===== config.mk =====
export PLATFORM = sky130hd
export DESIGN_NAME = mem_op_seq
export DESIGN_NICKNAME = d
export VERILOG_FILES = /design/src/rtl/mem_op_pkg.sv /design/src/rtl/mem_op_seq_op_ram.sv /design/src/rtl/mem_op_seq.sv
export SDC_FILE = /design/constraint.sdc
export NUM_CORES = 1
export LEC_CHECK = 0
export BUFFER_PORTS_ARGS = -buffer_cell sky130_fd_sc_hd__buf_2
export CORE_MARGIN = 2
export CORE_UTILIZATION = 45
export DETAILED_ROUTE_END_ITERATION = 7
export GPL_ROUTABILITY_DRIVEN = 0
export PLACE_DENSITY = 0.7
export SYNTH_ARGS = -nofsm -noshare
export SYNTH_HDL_FRONTEND = slang
export SYNTH_SLANG_ARGS = --single-unit

===== constraint.sdc =====
create_clock -name clk -period 17.43 [get_ports clk]
set_input_delay 4.3575 -clock clk [delete_from_list [all_inputs] [get_ports clk]]
set_output_delay 4.3575 -clock clk [all_outputs]
set_load 0.01 [all_outputs]

===== src/rtl/mem_op_pkg.sv =====
// rtl/mem_op_pkg.sv - shared types for the memory operation sequencer
// Purpose: operation-mode and FSM-state enumerations used by mem_op_seq.
// Ports: none (package).
package mem_op_pkg;

  typedef enum logic [1:0] {
    OP_AND = 2'b00,
    OP_OR  = 2'b01,
    OP_XOR = 2'b10,
    OP_ADD = 2'b11
  } mode_e;

  typedef enum logic [2:0] {
    S_IDLE = 3'd0,
    S_RD_A = 3'd1,
    S_RD_B = 3'd2,
    S_EXEC = 3'd3,
    S_WR   = 3'd4
  } state_e;

endpackage


===== src/rtl/mem_op_seq_op_ram.sv =====
// rtl/mem_op_seq_op_ram.sv - register-file storage for mem_op_seq
// Purpose: DEPTH x WIDTH register array, one synchronous write port,
//          two asynchronous read ports, all words cleared by reset.
// Ports:
//   clk, rst            clock, async active-high reset
//   we, waddr, wdata    write port (caller muxes host load / writeback)
//   op_raddr, op_rdata  operand read port
//   host_raddr, host_rdata  host observation read port
module op_ram #(
  parameter int WIDTH  = 32,
  parameter int ADDR_W = 3
) (
  input  logic              clk,
  input  logic              rst,
  input  logic              we,
  input  logic [ADDR_W-1:0] waddr,
  input  logic [WIDTH-1:0]  wdata,
  input  logic [ADDR_W-1:0] op_raddr,
  output logic [WIDTH-1:0]  op_rdata,
  input  logic [ADDR_W-1:0] host_raddr,
  output logic [WIDTH-1:0]  host_rdata
);

  localparam int DEPTH = 1 << ADDR_W;

  logic [WIDTH-1:0] mem [DEPTH];

  always_ff @(posedge clk or posedge rst) begin
    if (rst) begin
      for (int i = 0; i < DEPTH; i++) begin
        mem[i] <= '0;
      end
    end else if (we) begin
      mem[waddr] <= wdata;
    end
  end

  // Reads are combinational, so a write shows up only after its edge.
  assign op_rdata   = mem[op_raddr];
  assign host_rdata = mem[host_raddr];

endmodule


===== src/rtl/mem_op_seq.sv =====
// rtl/mem_op_seq.sv - start/busy/done memory-to-memory operation sequencer
// Purpose: per start pulse, read A, read B, compute AND/OR/XOR/ADD, write
//          the result back into the local register file.
// Ports:
//   clk, rst                    clock, async active-high reset
//   start, mode                 operation request and select (IDLE only)
//   a_addr, b_addr, c_addr      operand / destination addresses
//   ld_en, ld_addr, ld_data     host write (IDLE only)
//   rd_addr, rd_data            host combinational read
//   busy, done, result          status and last computed value
module mem_op_seq
  import mem_op_pkg::*;
#(
  parameter int WIDTH  = 32,
  parameter int ADDR_W = 3
) (
  input  logic              clk,
  input  logic              rst,
  input  logic              start,
  input  logic [1:0]        mode,
  input  logic [ADDR_W-1:0] a_addr,
  input  logic [ADDR_W-1:0] b_addr,
  input  logic [ADDR_W-1:0] c_addr,
  input  logic              ld_en,
  input  logic [ADDR_W-1:0] ld_addr,
  input  logic [WIDTH-1:0]  ld_data,
  input  logic [ADDR_W-1:0] rd_addr,
  output logic [WIDTH-1:0]  rd_data,
  output logic              busy,
  output logic              done,
  output logic [WIDTH-1:0]  result
);

  state_e            state, state_nxt;
  mode_e             mode_q;
  logic [ADDR_W-1:0] a_addr_q, b_addr_q, c_addr_q;
  logic [WIDTH-1:0]  a_q, b_q, result_q;
  logic              done_q;

  logic              ram_we;
  logic [ADDR_W-1:0] ram_waddr;
  logic [WIDTH-1:0]  ram_wdata;
  logic [ADDR_W-1:0] op_raddr;
  logic [WIDTH-1:0]  op_rdata;
  logic [WIDTH-1:0]  alu_out;

  op_ram #(
    .WIDTH  (WIDTH),
    .ADDR_W (ADDR_W)
  ) u_ram (
    .clk        (clk),
    .rst        (rst),
    .we         (ram_we),
    .waddr      (ram_waddr),
    .wdata      (ram_wdata),
    .op_raddr   (op_raddr),
    .op_rdata   (op_rdata),
    .host_raddr (rd_addr),
    .host_rdata (rd_data)
  );

  // ADD wraps modulo 2^WIDTH; the carry is simply not kept.
  always_comb begin
    alu_out = '0;
    case (mode_q)
      OP_AND:  alu_out = a_q & b_q;
      OP_OR:   alu_out = a_q | b_q;
      OP_XOR:  alu_out = a_q ^ b_q;
      OP_ADD:  alu_out = a_q + b_q;
      default: alu_out = '0;
    endcase
  end

  // Next state plus the single RAM write port: host load owns it in IDLE,
  // writeback owns it in WR, so the two can never collide.
  always_comb begin
    state_nxt = state;
    ram_we    = 1'b0;
    ram_waddr = ld_addr;
    ram_wdata = ld_data;
    op_raddr  = a_addr_q;
    case (state)
      S_IDLE: begin
        ram_we = ld_en;
        if (start) state_nxt = S_RD_A;
      end
      S_RD_A: state_nxt = S_RD_B;
      S_RD_B: begin
        op_raddr  = b_addr_q;
        state_nxt = S_EXEC;
      end
      S_EXEC: state_nxt = S_WR;
      S_WR: begin
        ram_we    = 1'b1;
        ram_waddr = c_addr_q;
        ram_wdata = result_q;
        state_nxt = S_IDLE;
      end
      default: state_nxt = S_IDLE;
    endcase
  end

  always_ff @(posedge clk or posedge rst) begin
    if (rst) begin
      state    <= S_IDLE;
      mode_q   <= OP_AND;
      a_addr_q <= '0;
      b_addr_q <= '0;
      c_addr_q <= '0;
      a_q      <= '0;
      b_q      <= '0;
      result_q <= '0;
      done_q   <= 1'b0;
    end else begin
      state  <= state_nxt;
      done_q <= (state == S_WR);
      if (state == S_IDLE && start) begin
        mode_q   <= mode_e'(mode);
        a_addr_q <= a_addr;
        b_addr_q <= b_addr;
        c_addr_q <= c_addr;
      end
      // Operands are captured before WR, so aliased destinations are safe.
      if (state == S_RD_A) a_q <= op_rdata;
      if (state == S_RD_B) b_q <= op_rdata;
      if (state == S_EXEC) result_q <= alu_out;
    end
  end

  assign busy   = (state != S_IDLE);
  assign done   = done_q;
  assign result = result_q;

endmodule

=== Yosys cells after proc, flatten, opt, wreduce, memory -nomap -nowiden ===
Index checks and enable logic that the tools add are counted.

* Flip-flop bits (word level): 367
* Input port bits: 53
* Output and inout port bits: 66
* Word-level logic and storage cells: 57

* Add/subtract/negate cells: 1
* $lt $le $gt $ge: 4
* Equality and inequality tests: 8
* Multiplexer cells: 16
* Bitwise gates (word level): 6
* Reduce and logical (&&, ||, !) cells: 5

{| class="wikitable"
|+ Operator list
! cell !! count
|-
| $bwmux 256 || 1
|-
| $bmux 32 s3 || 2
|-
| $mux 32 || 6
|-
| $pmux 32 s4 || 1
|-
| $demux 32 s3 || 1
|-
| $add 32x32->32 || 1
|-
| $and 32x32->32 || 1
|-
| $or 32x32->32 || 1
|-
| $xor 32x32->32 || 1
|-
| $ge 4x4->1 const B || 3
|-
| $not 3->4 || 3
|-
| $pmux 3 s4 || 1
|-
| $mux 3 || 3
|-
| $eq 3x2->1 const B || 2
|-
| $eq 2x2->1 const B || 2
|-
| $lt 4x1->1 const B || 1
|-
| $eq 3x1->1 const B || 1
|-
| $eq 3x3->1 const B || 1
|-
| $logic_not 3->1 || 1
|-
| $reduce_bool 3->1 || 1
|-
| $eq 2x1->1 const B || 1
|-
| $logic_and 1x1->1 || 2
|-
| $logic_not 2->1 || 1
|-
| $ne 2x2->1 const B || 1
|-
| $pmux 1 s2 || 1
|}

=== Logic depth before layout (Yosys ltp) ===
Gate-level depths: netlist (run 1).

* Word-level depth: 8
* Mapped depth: 11

=== Hierarchy ===
From an unflattened synthesis (run 1), not the netlist that was laid out.

* Cell total of the unflattened synthesis: 1676
* Area, all modules: 21434.3 um^2

{| class="wikitable"
|+ Modules (own cells, without submodules)
! module !! instances !! cells an instance !! area each (um^2) !! seq. area each (um^2)
|-
| op_ram || 1 || 780 || 13853.3 || 6406.1
|-
| mem_op_seq || 1 || 896 || 7581.0 || 2777.7
|}

=== Worst setup path after synthesis (run 1) ===
Ideal clock, no wire load.

* Path type: input-to-output
* Start: input port rd_addr[0]
* End: output port rd_data[0]
* Arrival: 6056 ps
* Slack: 7017 ps
* Stages: 5
* Buffers on the path: 3
* Path through: buf_2 buf_1 clkbuf_1 mux4_2 mux2_2

* Longest elaborated chain between the ends: 4

{| class="wikitable"
|+ RTL lines
! what !! RTL line !! text
|-
| start, declared || mem_op_seq.sv:27 || <nowiki>input logic [ADDR_W-1:0] rd_addr,</nowiki>
|-
| $not 3->4 (implied by the code) || mem_op_seq_op_ram.sv:40 || <nowiki>assign host_rdata = mem[host_raddr];</nowiki>
|-
| $bmux 32 s3 || mem_op_seq_op_ram.sv:40 ||
|-
| $mux 32 (implied by the code) (2 in series) || mem_op_seq_op_ram.sv:40 ||
|-
| end, declared || mem_op_seq.sv:28 || <nowiki>output logic [WIDTH-1:0] rd_data,</nowiki>
|}

No other way between the ends. The select of a mux whose other input is x is not followed.

=== Worst setup path in the final report (run 1) ===
* Start: input port rd_addr[0]
* End: output port rd_data[13]

The elaborated chain is that of the path after synthesis.

==> run metrics, run 1 <==
buffers added on ports=118; CTS H-Tree Depth=2; cts bufs inserted=40; most frequent cells in the layout=dfrtp_1, a21oi_1, nor2_1; PwrDens=228.5 mW/mm²; register area share after synthesis=0.4521; clk slew on worst S/H paths=0.06 ns; Post-CTS Resized=0; max-slew violation count=0; crit path capture type=output port; Reg power frac=0.317; Pwr Total=5.172 mW; Slew Limit Headroom=0.3059; HPWL Detailed=35090 µm; Clk pwr share=0.174; post-synthesis cell type count=58; post-DR vias/cell=5.958; Gate power share=0.509; initial antenna violation count=1; maximum achievable frequency=0.09218 GHz; Total Die Area=0.04686 mm²; Final #Nets=2122; clk_lat worst skew=0.55 ns; Psw=2.188 mW; drt first-iter violations=1566; design area=0.02263 mm²; final wirelength=54450 µm; Initial Util=0.4574; WL/cell=20.72 µm; first-pass GRT wire length=86970 µm; clock buffer depth=3; Setup crit end=rd_data[13]; CTS tree=done; vias post-DR=15660; asr flop ratio synth=1.000; Die H=216.5 µm; Cells after Synth=1956; core box area=0.04441 mm²; Synth Register Bits=367; Crit Path Class=in2out; largest net degree at the start of global routing=165; Sw Ratio=0.4230; flop2flop setup slack=13.57 ns; RSZ-0062 raised after global routing=false; Max FO, Critical Path=50; FF-to-FF Start=state[2]; synthesized cell area=0.02031 mm²; Synth area leader=dfrtp_1; r2r endpoint=b_q[24]; number of global-route vias before repair=15520; status=complete, no violations; Post-CTS Setup Bufs=0; Yosys top cell area share=0.4521; syn nets=2074; final worst path period need=10.85 ns; ANT nets after route=0; Warnings, synthesis=0; Worst Setup Start Kind=primary input; CTS Sinks=367; CTS root buffer=clkbuf_16; ant diodes=0; final hold violation count=0; maximum vdd drop=0.1013 mV; Hold/Removal Path Class=reg2reg; GRT Total Usage=0.2356; maxcap violations=0; dpl cell area=0.02122 mm²; top post-synthesis cells by area=dfrtp_1, mux4_2, a21oi_1; global route total overflow=0; DR pass1 iterations=7; Die X=216.5 µm; commonest non-fill, non-tap cell in the layout=dfrtp_1; Avg Inst Size Synth=10.39 µm²; final setup violation count=0; layout cells sized above 1=0.1901; I/O Pins=119; Cell Int Power=2.985 mW; FP Rows=77; clock skew=0.01677 ns; residual DRC count=0; fillers=3803; Worst Setup SP=rd_addr[0]; top_reg_cell synth=dfrtp_1; Setup TNS=0 ns; Final period util=0.6224; WP data required=13.07 ns; slew at the pin closest to its max-slew limit=1.012 ns; Post-synth EDFFs=0; Area Growth Syn to Fin=11.41%; Worst EP arrival=6.49 ns; cts hold-fix bufs=0; Worst R2R Path Depth=7; Leak Pwr=9.936 nW
[metal layers]
| metal | track usage | part of all wire | routed length (µm) | up-vias |
|---|---|---|---|---|
| met3 | 0.04056 | 0.073 | 3952 | 102 |
| li1 | - | - | - | 7052 |
| met2 | 0.3780 | 0.48 | 25950 | 657 |
| met1 | 0.3239 | 0.42 | 22960 | 7847 |
| met4 | 0.08493 | 0.029 | 1583 | 0 |
| met5 | 0 | 0 | 0 | - |
[layout make-up]
| cell class | count | area (µm²) | share of cell area |
|---|---|---|---|
| Multi-Input combinational cell | 1379 | 10220 | 0.4517 |
| Sequential cell | 367 | 9186 | 0.4059 |
| Clock buffer | 58 | 1190 | 0.05257 |
| Timing Repair Buffer | 142 | 788.3 | 0.03483 |
| Tap cell | 592 | 740.7 | 0.03273 |
| Inverter | 74 | 285.3 | 0.01260 |
| Clock inverter | 16 | 220.2 | 0.009730 |
[worst max-delay path, cell delays in order]
cell    delay (ns)
buf_4         0.25
buf_4         0.74
mux4_2        0.61
mux2_2        0.33
buf_2         0.15
[registers in the layout, summed over array words and instances, names as in the netlist]
| register | count |
|---|---|
| c_addr_q | 3 |
| u_ram.mem | 256 |
| a_addr_q | 3 |
| mode_q | 2 |
| done | 1 |
| result | 32 |
| b_addr_q | 3 |
| state | 3 |
| b_q | 32 |
| a_q | 32 |
[power groups by stage]
stage,sequential [mW],clock (mW),combinational (mW)
after floorplan,1.53,0,2.00
after global placement,1.62,0,2.52
after detailed placement,1.64,0,2.60
after CTS,1.63,0.918,2.61
after global routing,1.70,0.957,2.89
final,1.64,0.900,2.63
[cells in the mapped netlist (3+ instances only)]
cell type and instances:
dfrtp_1 367, a21oi_1 265, nor2_1 247, nand2_1 197, o21ai_0 182, mux4_2 118, clkbuf_1 85, mux2i_1 79
inv_1 74, ha_1 64, mux2_2 40, buf_1 19, o21ai_1 18, nor3_1 16, a211oi_1 11, mux4_1 11
xor2_1 10, buf_2 9, buf_6 9, nor2b_1 9, o22ai_1 9, xnor2_1 9, nand2b_1 8, nand3_1 8
a21o_1 7, a31oi_1 7, clkbuf_8 7, and2_1 6, nand3b_1 6, nand4_1 6, nor3b_1 4, o31ai_1 4
a2111oi_0 3, a22oi_1 3, and4_1 3, mux2i_2 3, o21bai_1 3, o221ai_1 3
[worst min path at each step]
| stage | from | end | depth (start not counted) |
|---|---|---|---|
| 3_3_place_gp | u_ram.mem[82] | u_ram.mem[82] | 2 |
| 3_5_place_dp | u_ram.mem[154] | u_ram.mem[154] | 2 |
| 4_1_cts | u_ram.mem[154] | u_ram.mem[154] | 2 |
| 2_1_floorplan | u_ram.mem[92] | u_ram.mem[92] | 2 |
| 5_1_grt | u_ram.mem[58] | u_ram.mem[58] | 2 |
| 6_report | u_ram.mem[154] | u_ram.mem[154] | 2 |
[per-stage QoR]
| stage | std cells | util | worst slack [ns] | hold WS [ns] |
|---|---|---|---|---|
| after floorplan | 1956 | - | 2.884 | 0.4582 |
| after global placement | 2554 | 0.4778 | 6.617 | 0.4781 |
| after detailed placement | 2554 | 0.4778 | 6.558 | 0.4842 |
| after CTS | 2628 | 0.5096 | 6.562 | 0.4983 |
| after global routing | 2628 | 0.5096 | 6.465 | 0.5275 |
| final | 2628 | 0.5096 | 6.582 | 0.4986 |
[logic make-up (layout without fill, tap and decap cells)]
family,count (synthesis),after routing,share of synthesized area
flip-flops,367,367,0.4521
XOR/XNOR,19,19,0.008192
adder cells (fa/ha/maj),65,65,0.04040
AO/OA/AOI/OAI,529,529,0.1388
AND/OR/NAND/NOR,515,515,0.1041
multiplexers,251,251,0.2082
buffers and inverters,210,290,0.04829
No activity file was read; power rests on OpenSTA's default activity.
==> run 2: changes to the inputs <==
Settings changed: ABC_AREA set to 1.
Clock period 17.43 ns to 10.6 ns, I/O delays scaled along.
==> run metrics, run 2 <==
synthesized cell area=0.02193 mm²; FF-to-FF Start=state[2]; Avg Inst Size Synth=7.139 µm²; Initial Util=0.4574; Worst EP arrival=5.06 ns; area share of and/or/nand/nor cells after synthesis=0.1929; HPWL Detailed=44960 µm; Die H=224.8 µm; Warnings, synthesis=0; clock buffer depth=3; count leader, synth=nand2_1; final setup violation count=0; clock skew=0.009635 ns; Post-CTS Resized=0; PwrDens=359.4 mW/mm²; WL/cell=18.84 µm; Max FO, Critical Path=60; ant diodes=0; WP data required=7.95 ns; Setup TNS=0 ns; maximum vdd drop=0.2027 mV; cells along the critical path=buf_4 -> buf_4 -> buf_4 -> o21ai_0 -> a221oi_1 -> a31oi_1 -> buf_2; final wirelength=70210 µm; buffers added on ports=118; post-synthesis cell type count=39; asr flop ratio synth=1.000; Slew Limit Headroom=0.2463; syn nets=3190; crit path capture type=output port; maxcap violations=0; max reg flops=256; final hold violation count=0; post-DR vias/cell=5.732; Total Die Area=0.05052 mm²; commonest non-fill, non-tap cell in the layout=nand2_1; min-delay src=a_addr_q[1]; CTS H-Tree Depth=2; status=complete, no violations; FP Rows=80; Worst Setup SP=rd_addr[0]; initial antenna violation count=0; Worst Setup Start Kind=primary input; top post-synthesis cells by area=dfrtp_1, nand2_1, o21ai_0; Final period util=0.7278; xor/xnor cell area share of the yosys netlist=0; most frequent cells in the layout=nand2_1, o21ai_0, inv_1; Biggest register=u_ram.mem; core box area=0.04795 mm²; Post-synth top cells=nand2_1, o21ai_0, inv_1; Pwr Total=8.741 mW; Critical Path Max Stage Delay=0.57 ns; DP Cell Count=3653; maximum achievable frequency=0.1296 GHz; CTS tree=done; register area share after synthesis=0.4187; slowest CP cell=buf_4; RSZ-0062 raised after global routing=false; Die X=224.8 µm; Synth Register Bits=367; post-synthesis mux area share=0.003594; Leak Pwr=11.82 nW; ANT nets after route=0; I/O Pins=119; top_reg_cell synth=dfrtp_1; Yosys top cell area share=0.4187; drt first-iter violations=2219; Util after Layout=0.5073; fillers=4572; layout cells sized above 1=0.08226; CTS root buffer=clkbuf_16; Crit Path Class=in2out; cts hold-fix bufs=0; first-pass GRT wire length=110900 µm; DR pass1 iterations=6; Synth area leader=dfrtp_1; final std cells w/o fill=3727; vias post-DR=21360; adder-cell share of the synthesized area=0.03742; residual DRC count=0; GRT Total Usage=0.2786; slew at the pin closest to its max-slew limit=1.128 ns; clk slew on worst S/H paths=0.06 ns; clk_lat worst skew=0.57 ns; CTS Sinks=367; most frequent CP cell=buf_4; Post-synth EDFFs=0; number of global-route vias before repair=20110; Hold/Removal Path Class=reg2reg; largest net degree at the start of global routing=172; cts bufs inserted=42; global route total overflow=0; Area Growth Syn to Fin=10.89%; Final #Nets=3200; Post-CTS Setup Bufs=0; final worst path period need=7.715 ns; max-slew violation count=0; largest family of logic cells by synthesized area=compound AO/OA/AOI/OAI gates; Compound-Gate Fraction of Synth Area=0.2375; Cells after Synth=3072
## run 2: cell types whose count changed after synthesis, sizes merged, moves of 30 or more
cell,change
nand2,+658
inv,+373
o21ai,+320
nor2,-162
mux4,-129
mux2i,-82
nand3,+73
o211ai,+64
clkbuf,+62
a31oi,+42
a21oi,-38
mux2,-33
a221oi,+32
o22ai,+30
## run 2: routing by layer
layer | wire length, µm | GRT usage | share of wire | vias to the layer above
li1 | - | - | - | 10050
met1 | 30040 | 0.3890 | 0.43 | 10140
met2 | 31400 | 0.4301 | 0.45 | 1002
met3 | 6040 | 0.04729 | 0.086 | 172
met4 | 2728 | 0.1145 | 0.039 | 0
met5 | 0 | 0 | 0 | -
## run 2: kinds of logic (layout without fill, tap and decap cells)
| group | Yosys count | count (layout) |
|---|---|---|
| adders and majority gates | 65 | 65 |
| AOI/OAI and AO/OA | 949 | 949 |
| and+or+nand+nor | 1051 | 1051 |
| muxes | 7 | 7 |
| buffers and inverters | 633 | 673 |
| DFF | 367 | 367 |
## run 2: final timing paths
kind / cells past startpoint / slack, ns / to
setup reg to reg: 11 / 6.56 / b_q[8]
max in group asynchronous: 4 / 6.80 / u_ram.mem[150]
min in group asynchronous: 3 / 2.32 / a_q[2]
hold reg to reg: 1 / 0.51 / a_addr_q[1]
setup / recovery: 7 / 2.89 / rd_data[14]
hold / removal: 1 / 0.51 / a_addr_q[1]
## run 2: per-stage QoR
| stage | worst slack (ns) | area (µm²) | hold WS [ns] |
|---|---|---|---|
| after CTS | 2.957 | 24320 | 0.5120 |
| after floorplan | 3.026 | 21940 | 0.4781 |
| after global routing | 2.734 | 24320 | 0.5333 |
| after global placement | 3.028 | 22900 | 0.4924 |
| final | 2.885 | 24320 | 0.5111 |
| after detailed placement | 2.959 | 22900 | 0.4981 |
## run 2: critical path: cells and delay by family
kind	cells	cell delay, ns
buffers and inverters	4	1.70
AO/OA/AOI/OAI	3	0.64
## run 2: power by group
part	switching (mW)	leakage (nW)	total, mW	internal [mW]
Clock	0.608	0.698	1.50	0.896
Combinational	3.25	6.76	4.68	1.43
Sequential	0.437	4.37	2.56	2.12
Total	4.29	11.8	8.74	4.45
## run 2: cell type report
class,instances,area [µm²],share of cell area
timing repair buffer,150,858.3,0.03529
inverter,449,1689,0.06945
sequential,367,9184,0.3776
clock inverter,10,116.4,0.004784
clock buffer,64,1305,0.05366
multi-input combinational,2072,10400,0.4276
tap,615,769.5,0.03164
